`config.mk`:
```
export PLATFORM = sky130hd
export DESIGN_NAME = ysyx_22041211_ifu
export DESIGN_NICKNAME = d
export VERILOG_FILES = /design/src/rtl/ysyx_22041211_ifu_pkg.sv /design/src/rtl/ysyx_22041211_ifu_perf.sv /design/src/rtl/ysyx_22041211_ifu.sv
export SDC_FILE = /design/constraint.sdc
export NUM_CORES = 1
export LEC_CHECK = 0
export BUFFER_PORTS_ARGS = -buffer_cell sky130_fd_sc_hd__buf_2
export CAP_MARGIN = 40
export CORE_AREA = 8 8 98 91
export DETAILED_ROUTE_END_ITERATION = 10
export DIE_AREA = 0 0 106 99
export PLACE_DENSITY = 0.85
export SLEW_MARGIN = 10
export SYNTH_ARGS = -nofsm -noshare
export SYNTH_HDL_FRONTEND = slang
export SYNTH_HIERARCHICAL = 1
export SYNTH_SLANG_ARGS = --single-unit
```
`constraint.sdc`:
```
create_clock -name clk -period 6.1 [get_ports clk]
set_clock_uncertainty 0.1 [all_clocks]
set_input_delay 0.305 -clock clk [delete_from_list [all_inputs] [get_ports clk]]
set_output_delay 0.305 -clock clk [all_outputs]
set_load 0.02 [all_outputs]
```
`src/rtl/ysyx_22041211_ifu_pkg.sv`:
```
// Shared IFU definitions: FSM state encodings and the default boot PC.
package ysyx_22041211_ifu_pkg;

    typedef enum logic [1:0] {
        IFU_REQ  = 2'd0,
        IFU_WAIT = 2'd1,
        IFU_OUT  = 2'd2
    } ifu_state_e;

    localparam logic [31:0] IFU_RESET_PC = 32'h8000_0000;

endpackage

```
`src/rtl/ysyx_22041211_ifu_perf.sv`:
```
// IFU performance counters: delivered instructions and fetch stall cycles.
// Only instantiated when YSYX_22041211_IFU_PERF_EN is defined.
module ysyx_22041211_ifu_perf (
    input  logic        clk,
    input  logic        rst,
    input  logic        fetch_fire,
    input  logic        stall_cyc,
    output logic [31:0] fetch_cnt,
    output logic [31:0] stall_cnt
);

    // Both counters wrap naturally at 2^32.
    always_ff @(posedge clk) begin
        if (!rst) begin
            fetch_cnt <= 32'd0;
            stall_cnt <= 32'd0;
        end else begin
            if (fetch_fire) fetch_cnt <= fetch_cnt + 32'd1;
            if (stall_cyc)  stall_cnt <= stall_cnt + 32'd1;
        end
    end

endmodule

```
`src/rtl/ysyx_22041211_ifu.sv`:
```
// Multi-cycle instruction fetch unit: one outstanding imem request, redirect
// at any time, stale responses dropped. Optional YSYX_22041211_IFU_PERF_EN adds counters.
module ysyx_22041211_ifu
    import ysyx_22041211_ifu_pkg::*;
#(
    parameter int                  ADDR_LEN = 32,
    parameter int                  DATA_LEN = 32,
    parameter logic [ADDR_LEN-1:0] RESET_PC = ADDR_LEN'(IFU_RESET_PC)
) (
    input  logic                clk,
    input  logic                rst,
    output logic                imem_req_valid,
    input  logic                imem_req_ready,
    output logic [ADDR_LEN-1:0] imem_req_addr,
    input  logic                imem_rsp_valid,
    input  logic [DATA_LEN-1:0] imem_rsp_data,
    input  logic                redirect_valid,
    input  logic [ADDR_LEN-1:0] redirect_target,
    output logic                id_valid,
    input  logic                id_ready,
    output logic [ADDR_LEN-1:0] id_pc,
    output logic [DATA_LEN-1:0] id_inst
`ifdef YSYX_22041211_IFU_PERF_EN
   ,output logic [31:0]         perf_fetch_cnt,
    output logic [31:0]         perf_stall_cnt
`endif
);

    ifu_state_e          state, state_n;
    logic [ADDR_LEN-1:0] pc, pc_n;
    logic [DATA_LEN-1:0] inst_q, inst_n;
    logic                kill, kill_n;
    logic [ADDR_LEN-1:0] target;

    assign target = redirect_target & ~ADDR_LEN'(3);

    always_ff @(posedge clk) begin
        if (!rst) begin
            state  <= IFU_REQ;
            pc     <= RESET_PC;
            kill   <= 1'b0;
            inst_q <= '0;
        end else begin
            state  <= state_n;
            pc     <= pc_n;
            kill   <= kill_n;
            inst_q <= inst_n;
        end
    end

    always_comb begin
        state_n = state;
        pc_n    = pc;
        kill_n  = kill;
        inst_n  = inst_q;
        case (state)
            IFU_REQ: begin
                if (redirect_valid) pc_n = target;
                if (imem_req_ready) begin
                    state_n = IFU_WAIT;
                    // The accepted request carried the old pc; drop its response.
                    if (redirect_valid) kill_n = 1'b1;
                end
            end
            IFU_WAIT: begin
                if (redirect_valid) begin
                    pc_n   = target;
                    kill_n = 1'b1;
                end
                if (imem_rsp_valid) begin
                    if (!kill && !redirect_valid) begin
                        inst_n  = imem_rsp_data;
                        state_n = IFU_OUT;
                    end else begin
                        kill_n  = 1'b0;
                        state_n = IFU_REQ;
                    end
                end
            end
            IFU_OUT: begin
                if (redirect_valid) begin
                    pc_n    = target;
                    state_n = IFU_REQ;
                end else if (id_ready) begin
                    pc_n    = pc + ADDR_LEN'(4);
                    state_n = IFU_REQ;
                end
            end
            default: state_n = IFU_REQ;
        endcase
    end

    always_comb begin
        imem_req_valid = 1'b0;
        id_valid       = 1'b0;
        if (rst) begin
            imem_req_valid = (state == IFU_REQ);
            id_valid       = (state == IFU_OUT);
        end
    end

    assign imem_req_addr = pc;
    assign id_pc         = pc;
    assign id_inst       = inst_q;

`ifdef YSYX_22041211_IFU_PERF_EN
    ysyx_22041211_ifu_perf u_perf (
        .clk        (clk),
        .rst        (rst),
        .fetch_fire (id_valid & id_ready),
        .stall_cyc  (rst && (state == IFU_REQ || state == IFU_WAIT)),
        .fetch_cnt  (perf_fetch_cnt),
        .stall_cnt  (perf_stall_cnt)
    );
`endif

endmodule

```
==> metrics.yaml, run 1 <==
pwr:
  p_leak_nw: 1.94
  vdd_drop_max_uv: 148
  power.density_nw_per_um2: 233
global_routing:
  grt_max_degree: 52
  antenna_found_initial: 0
  track_usage_pct: 20.8
  grt_pass1_vias: 3749
  overflow: 0
  grt_pass1_wl_um: 18400
detailed_routing:
  num_vias: 3924
  ant_nets: 0
  vias_per_cell: 5.70
  drt-pass1-iter-count: 5
  avgRoutedWirePerCell_um: 16.4
  routed_wl_um: 11300
  drc: 0
  drt_iter0_drc: 267
layout:
  synthToLayoutAreaGrowth_pct: 23.3
  drive_above_1_share_pct: 32.6
  utilization_pct: 60.2
  final_cell_mix: "162 x buf_2, 93 x nand2_1, 65 x dfxtp_1"
  diodes: 0
  layout_commonest_cell: "buf_2"
  nets: 659
cts:
  clkTransAtPathRegs_ns: 0.07
  cts_root_buf: "clkbuf_8"
  clock-sinks: 65
  numCtsBuffers: 9
  htreeDepth: 3
  clk_latency_ns: 0.33
  hold_buffers: 0
  cts_setup_buffers: 0
  ctsResizeCount: 0
  cts_tree: "built"
  cts_max_path_buffers: 2
floorplan:
  io_pins: 168
  dieArea_um2: 10500
  coreArea_um2: 7320
  dieWidth_um: 106
  fp.dieH_um: 99
  start_util_pct: 48.8
  core.rowCount: 30
synthesis:
  synth-edff-count: 0
  synth_cells: 474
  ys_ff_latch: 65
  synth_ff_type: "dfxtp_1"
  async_reset_ff_share_pct: 0
  synth_seq_area_share_pct: 36.4
  synth_area_um2: 3570
  avgSynthCellArea_um2: 7.54
  synth_warnings: 6
  synth.distinct_cells: 56
sta:
  setup_tns_ns: 0
  period_needed_ns: 2.50
  max_freq_mhz: 401
  slew_headroom_pct: 50.7
  finalSetupViolCount: 0
  finalCritPeriodShare_pct: 40.9
  rsz0062_at_grt: "false"
  drv_slew: 0
  worst_pin_slew_ns: 0.733
  hold_violations: 0
worst_setup_path:
  worstPathRequired_ns: 6.19
  r2r_start: "id_pc[2]$_SDFFE_PN0P_"
  reg2reg_depth: 5
  start_kind: "flip-flop"
  reg2reg_to: "id_pc[30]$_SDFFE_PN0P_"
  startpoint: "id_pc[2]$_SDFFE_PN0P_"
  cp.arrival_ns: 2.59
  worstSetupPathType: "reg -> reg"
  ff2ff_setup_slack_ns: 3.60
  end_kind: "flip-flop"
  crit_fanout: 8
run:
  max-cap-violations: 0
min_path:
  min_from: "imem_rsp_data[7]"
  hold_depth: 3
  min_to: "id_inst[7]$_SDFFE_PN0P_"
  min_path_type: "in -> reg"
placed_design:
  gp_congestion: 0.850
  io_buffers: 161
  dp_hpwl_um: 8090
status:
  status: "finished clean"
[metrics by stage]
step | setup WS, ns | hold slack (ns) | power [W] | cells | area [µm²]
3_5_place_dp | 3.69 | 0.345 | 0.000644 | 673 | 4200
5_1_grt | 3.45 | 0.0881 | 0.00108 | 688 | 4410
6_report | 3.60 | 0.101 | 0.00103 | 688 | 4410
4_1_cts | 3.62 | 0.0880 | 0.00104 | 688 | 4410
3_3_place_gp | 3.53 | 0.338 | 0.000639 | 670 | 4170
2_1_floorplan | 3.77 | 0.341 | 0.000592 | 477 | 3590
[cells in the mapped netlist (2+ instances only)]
master	n	share of area [%]
o22ai_1	8	1.4
a21oi_1	48	6.7
nand4_2	2	0.70
nor4_1	9	1.6
o211ai_1	2	0.42
o311ai_0	2	0.49
a311oi_1	5	1.2
dfxtp_1	65	36
a41oi_1	2	0.49
nand4_1	11	1.9
clkbuf_1	30	3.2
buf_1	2	0.21
o21ai_0	23	3.2
and4_1	5	1.2
and2_0	3	0.53
buf_2	3	0.42
o311ai_1	2	0.49
a21boi_0	2	0.42
inv_1	3	0.31
buf_4	34	7.1
or4_1	5	1.1
nor3_1	13	1.8
nor3b_1	3	0.63
o311a_1	2	0.56
o21a_1	4	0.84
and3_1	8	1.4
a221o_1	3	0.84
nor2_1	23	2.4
and2_1	2	0.35
o31a_1	2	0.49
o221a_2	2	0.63
nand2_1	93	9.8
a311o_1	2	0.56
a22oi_1	5	1.1
a211oi_1	11	2.3
nand2b_1	2	0.35
nand3_1	14	2.0
[worst max path at each step]
stage | cells after the start | endpoint
floorplan | 5 | id_pc[26]$_SDFFE_PN0P_
global placement | 5 | id_pc[28]$_SDFFE_PN0P_
detailed placement | 5 | id_pc[24]$_SDFFE_PN0P_
CTS | 5 | id_pc[30]$_SDFFE_PN0P_
global route | 5 | id_pc[30]$_SDFFE_PN0P_
finish | 5 | id_pc[30]$_SDFFE_PN0P_
[cell type report]
| class | instances | area (µm²) |
|---|---|---|
| clock buffer | 10 | 128 |
| clock inverter | 5 | 81.3 |
| fill | 683 | 2910 |
| inverter | 4 | 15.0 |
| multi-input combinational | 339 | 1890 |
| sequential | 65 | 1300 |
| tap | 96 | 120 |
| timing repair buffer | 169 | 873 |
[registers in the layout, summed over array words and instances (netlist names)]
signal and count:
state 2, id_pc 30, kill 1, id_inst 32
[where the power goes]
group	switching (W)	internal, W	leakage [nW]
logic	0.000101	0.0000607	1.31
registers	0.0000296	0.000443	0.532
clock network	0.000167	0.000228	0.102
total	0.000297	0.000732	1.94
[metal layers]
layer	up-vias	track usage [%]	wire (µm)
met5	-	0	0
met4	0	4.97	133
met3	14	6.46	888
met2	179	34.1	5510
met1	1819	26.0	4730
li1	1912	-	-
[critical path, cell delays in order (launching register included)]
cell	delay, ns
dfxtp_1	0.50
ha_1	0.30
nand4_2	0.20
or4_1	0.65
o311ai_0	0.45
o311ai_1	0.16
[cell families after synthesis]
family / synth area share, %
mux: 0.280
flops: 36.4
buf+inv: 11.3
other cells: 0.105
simple gates: 27.0
compound gates: 24.6
fa+ha+maj: 0.350
(Power assumes the default switching activity.)
==> inputs of run 2 (changes only) <==
--- a/config.mk
+++ b/config.mk
@@ -7,10 +7,10 @@
 export LEC_CHECK = 0
 export BUFFER_PORTS_ARGS = -buffer_cell sky130_fd_sc_hd__buf_2
 export CAP_MARGIN = 40
-export CORE_AREA = 8 8 98 91
+export CORE_AREA = 8 8 101 94
 export DETAILED_ROUTE_END_ITERATION = 10
-export DIE_AREA = 0 0 106 99
-export PLACE_DENSITY = 0.85
+export DIE_AREA = 0 0 109 102
+export PLACE_DENSITY = 0.8
 export SLEW_MARGIN = 10
 export SYNTH_ARGS = -nofsm -noshare
 export SYNTH_HDL_FRONTEND = slang
==> constraint.sdc (replaced) <==
create_clock -name clk -period 2.5 [get_ports clk]
set_clock_uncertainty 0.1 [all_clocks]
set_input_delay 0.125 -clock clk [delete_from_list [all_inputs] [get_ports clk]]
set_output_delay 0.125 -clock clk [all_outputs]
set_load 0.02 [all_outputs]
==> run 2 against run 1 <==
Register-to-register slack lost 3.3 ns; flip-flop and latch count is the same; clock power grew to 2.5 times the previous value; global-route usage grew 1.0 points; sequential power grew 140%; power grew to 2.5 times the previous value; die area grew 5.9%; sequential share of layout area shrank 3.1 points; final cell count grew 8.7%; cell area grew 12%; count of clock-buffer cells in the layout is the same; non-clock buffer count grew 54; largest cell class unchanged; largest power group unchanged.
==> metrics.yaml, run 2 (synthesis results as in run 1) <==
placed_design:
  io_buffers: 161  # unchanged
  gp_congestion: 0.908  # was 0.850
  dp_slack_ns: 0.287  # was 3.69 ns
  place_inst: 689  # was 673
  dp_hpwl_um: 8740  # was 8090 µm
  placed_area_um2: 4290  # was 4200 µm²
layout:
  synthToLayoutAreaGrowth_pct: 37.8  # was 23.3%
  largest_reg_flops: 32  # unchanged
  final_cell_mix: "161 x buf_2, 93 x nand2_1, 65 x dfxtp_1"  # was 162 x buf_2, 93 x nand2_1, 65 x dfxtp_1
  drive_above_1_share_pct: 32.0  # was 32.6%
  nets: 713  # was 659
  fin_area_um2: 4930  # was 4410 µm²
  final_cells: 748  # was 688
  layout_commonest_cell: "buf_2"  # unchanged
cts:
  clkTransAtPathRegs_ns: 0.07  # about the same
  cts_root_buf: "clkbuf_8"  # unchanged
  clock-sinks: 65  # unchanged
  clk_latency_ns: 0.34  # was 0.33 ns
  numCtsBuffers: 9  # unchanged
  cts_max_path_buffers: 2  # unchanged
  htreeDepth: 3  # unchanged
  cts_tree: "built"  # unchanged
worst_setup_path:
  path_common_cell: "or4_1"
  reg2reg_depth: 4  # was 5
  crit_fanout: 11  # was 8
  reg2reg_to: "id_pc[31]$_SDFFE_PN1P_"  # was id_pc[30]$_SDFFE_PN0P_
  cp.arrival_ns: 2.42  # was 2.59 ns
  worstPathRequired_ns: 2.68  # was 6.19 ns
  cp_cell_sequence: "nand2_1 -> or4_1 -> or4_1 -> nand3_1"  # was ha_1 -> nand4_2 -> or4_1 -> o311ai_0 -> o311ai_1
  r2r_start: "id_pc[7]$_SDFFE_PN0P_"  # was id_pc[2]$_SDFFE_PN0P_
  worstSetupPathType: "reg -> reg"  # unchanged
  end_kind: "flip-flop"  # unchanged
  ff2ff_setup_slack_ns: 0.26  # was 3.60 ns
  cp_slowest_cell: "or4_1"  # unchanged
  cp_slowest_stage_delay_ns: 0.80  # was 0.65 ns
  start_kind: "flip-flop"  # unchanged
detailed_routing:
  avgRoutedWirePerCell_um: 16.8  # was 16.4 µm
  drc: 0  # unchanged
  drt_iter0_drc: 342  # was 267
  num_vias: 4214  # was 3924
  vias_per_cell: 5.63  # was 5.70
  routed_wl_um: 12600  # was 11300 µm
  drt-pass1-iter-count: 5  # unchanged
  ant_nets: 0  # unchanged
run:
  max-cap-violations: 0  # unchanged
sta:
  max_freq_mhz: 447  # was 401 MHz
  setup_tns_ns: 0  # unchanged
  rsz0062_at_grt: "false"  # unchanged
  drv_slew: 0  # unchanged
  fin_ws_ns: 0.260  # was 3.60 ns
  finalSetupViolCount: 0  # unchanged
  hold_violations: 0  # unchanged
  period_needed_ns: 2.24  # was 2.50 ns
  slew_headroom_pct: 65.0  # was 50.7%
  worst_hold_slack_ns: 0.0209  # was 0.101 ns
  finalCritPeriodShare_pct: 89.6  # was 40.9%
  worst_pin_slew_ns: 0.520  # was 0.733 ns
global_routing:
  antenna_found_initial: 0  # unchanged
  grt_pass1_vias: 4051  # was 3749
  overflow: 0  # unchanged
  grt_max_degree: 33  # was 52
  grt_pass1_wl_um: 19700  # was 18400 µm
  track_usage_pct: 21.8  # was 20.8%
min_path:
  min_to: "state[0]$_SDFFE_PN0P_"  # was id_inst[7]$_SDFFE_PN0P_
  hold_depth: 4  # was 3
  min_path_type: "in -> reg"  # unchanged
  min_from: "imem_rsp_valid"  # was imem_rsp_data[7]
pwr:
  p_leak_nw: 2.18  # was 1.94 nW
  vdd_drop_max_uv: 277  # was 148 µV
  power.density_nw_per_um2: 531  # was 233 nW/µm²
floorplan:
  fp.dieH_um: 102  # was 99 µm
  io_pins: 168  # unchanged
  core.rowCount: 31  # was 30
  start_util_pct: 45.9  # was 48.8%
  coreArea_um2: 7800  # was 7320 µm²
  dieArea_um2: 11100  # was 10500 µm²
  dieWidth_um: 109  # was 106 µm
status:
  status: "finished clean"  # unchanged
## run 2: cell types whose count changed in the layout (fill, tap and decap cells not counted), sizes merged
cell           delta
dlygate4sd3      +41
diode             +2
buf              +14
clkdlybuf4s18     -1
clkinvlp          +1
## run 2: critical path: cells and delay by family, from the launching register on
| family | cells | cell delay (ns) |
|---|---|---|
| flops | 1 | 0.43 |
| simple gates | 4 | 1.65 |
## run 2: worst max path at each step
stage                     startpoint                     end  slack (ns)  cells past startpoint
3_3_place_gp   id_pc[7]$_SDFFE_PN0P_  id_pc[31]$_SDFFE_PN1P_        0.32                      4
3_5_place_dp   id_pc[7]$_SDFFE_PN0P_  id_pc[31]$_SDFFE_PN1P_        0.29                      4
2_1_floorplan  id_pc[2]$_SDFFE_PN0P_  id_pc[26]$_SDFFE_PN0P_        0.17                      5
4_1_cts        id_pc[2]$_SDFFE_PN0P_  id_pc[24]$_SDFFE_PN0P_        0.28                      5
5_1_grt        id_pc[2]$_SDFFE_PN0P_  id_pc[30]$_SDFFE_PN0P_        0.13                      5
6_report       id_pc[7]$_SDFFE_PN0P_  id_pc[31]$_SDFFE_PN1P_        0.26                      4
## run 2: routing by layer
layer / routed length [µm] / vias to the layer above / GRT usage [%]
met1: 5030 / 1959 / 26.5
met3: 1060 / 30 / 5.04
met4: 361 / 0 / 11.1
met5: 0 / - / 0
met2: 6100 / 200 / 35.4
li1: - / 2025 / -
## run 2: layout make-up
type                            count  area, µm²
Clock inverter                      6       92.6
Fill cell                         692       2870
Clock buffer                       10        128
Timing Repair Buffer              223       1370
Tap cell                           99        124
Sequential cell                    65       1300
Inverter                            4       15.0
Multi-Input combinational cell    339       1890
Antenna cell                        2       5.00
## run 2: report_power, final
part	switching (W)	internal, W
Clock	0.000430	0.000565
Sequential	0.0000624	0.00108
Combinational	0.000276	0.000203
## run 2: timing repair
| action | CTS | global route |
|---|---|---|
| hold buffers | 41 | 0 |
| buffers inserted | 0 | 0 |
| endpoints found under the hold margin | 41 | 0 |
| gates resized for setup | 0 | 0 |
## run 2: through the flow
step	utilization, %	total power, W
floorplan	-	0.00144
global placement	55.0	0.00158
detailed placement	55.0	0.00159
CTS	63.1	0.00263
global route	63.1	0.00273
finish	63.2	0.00262
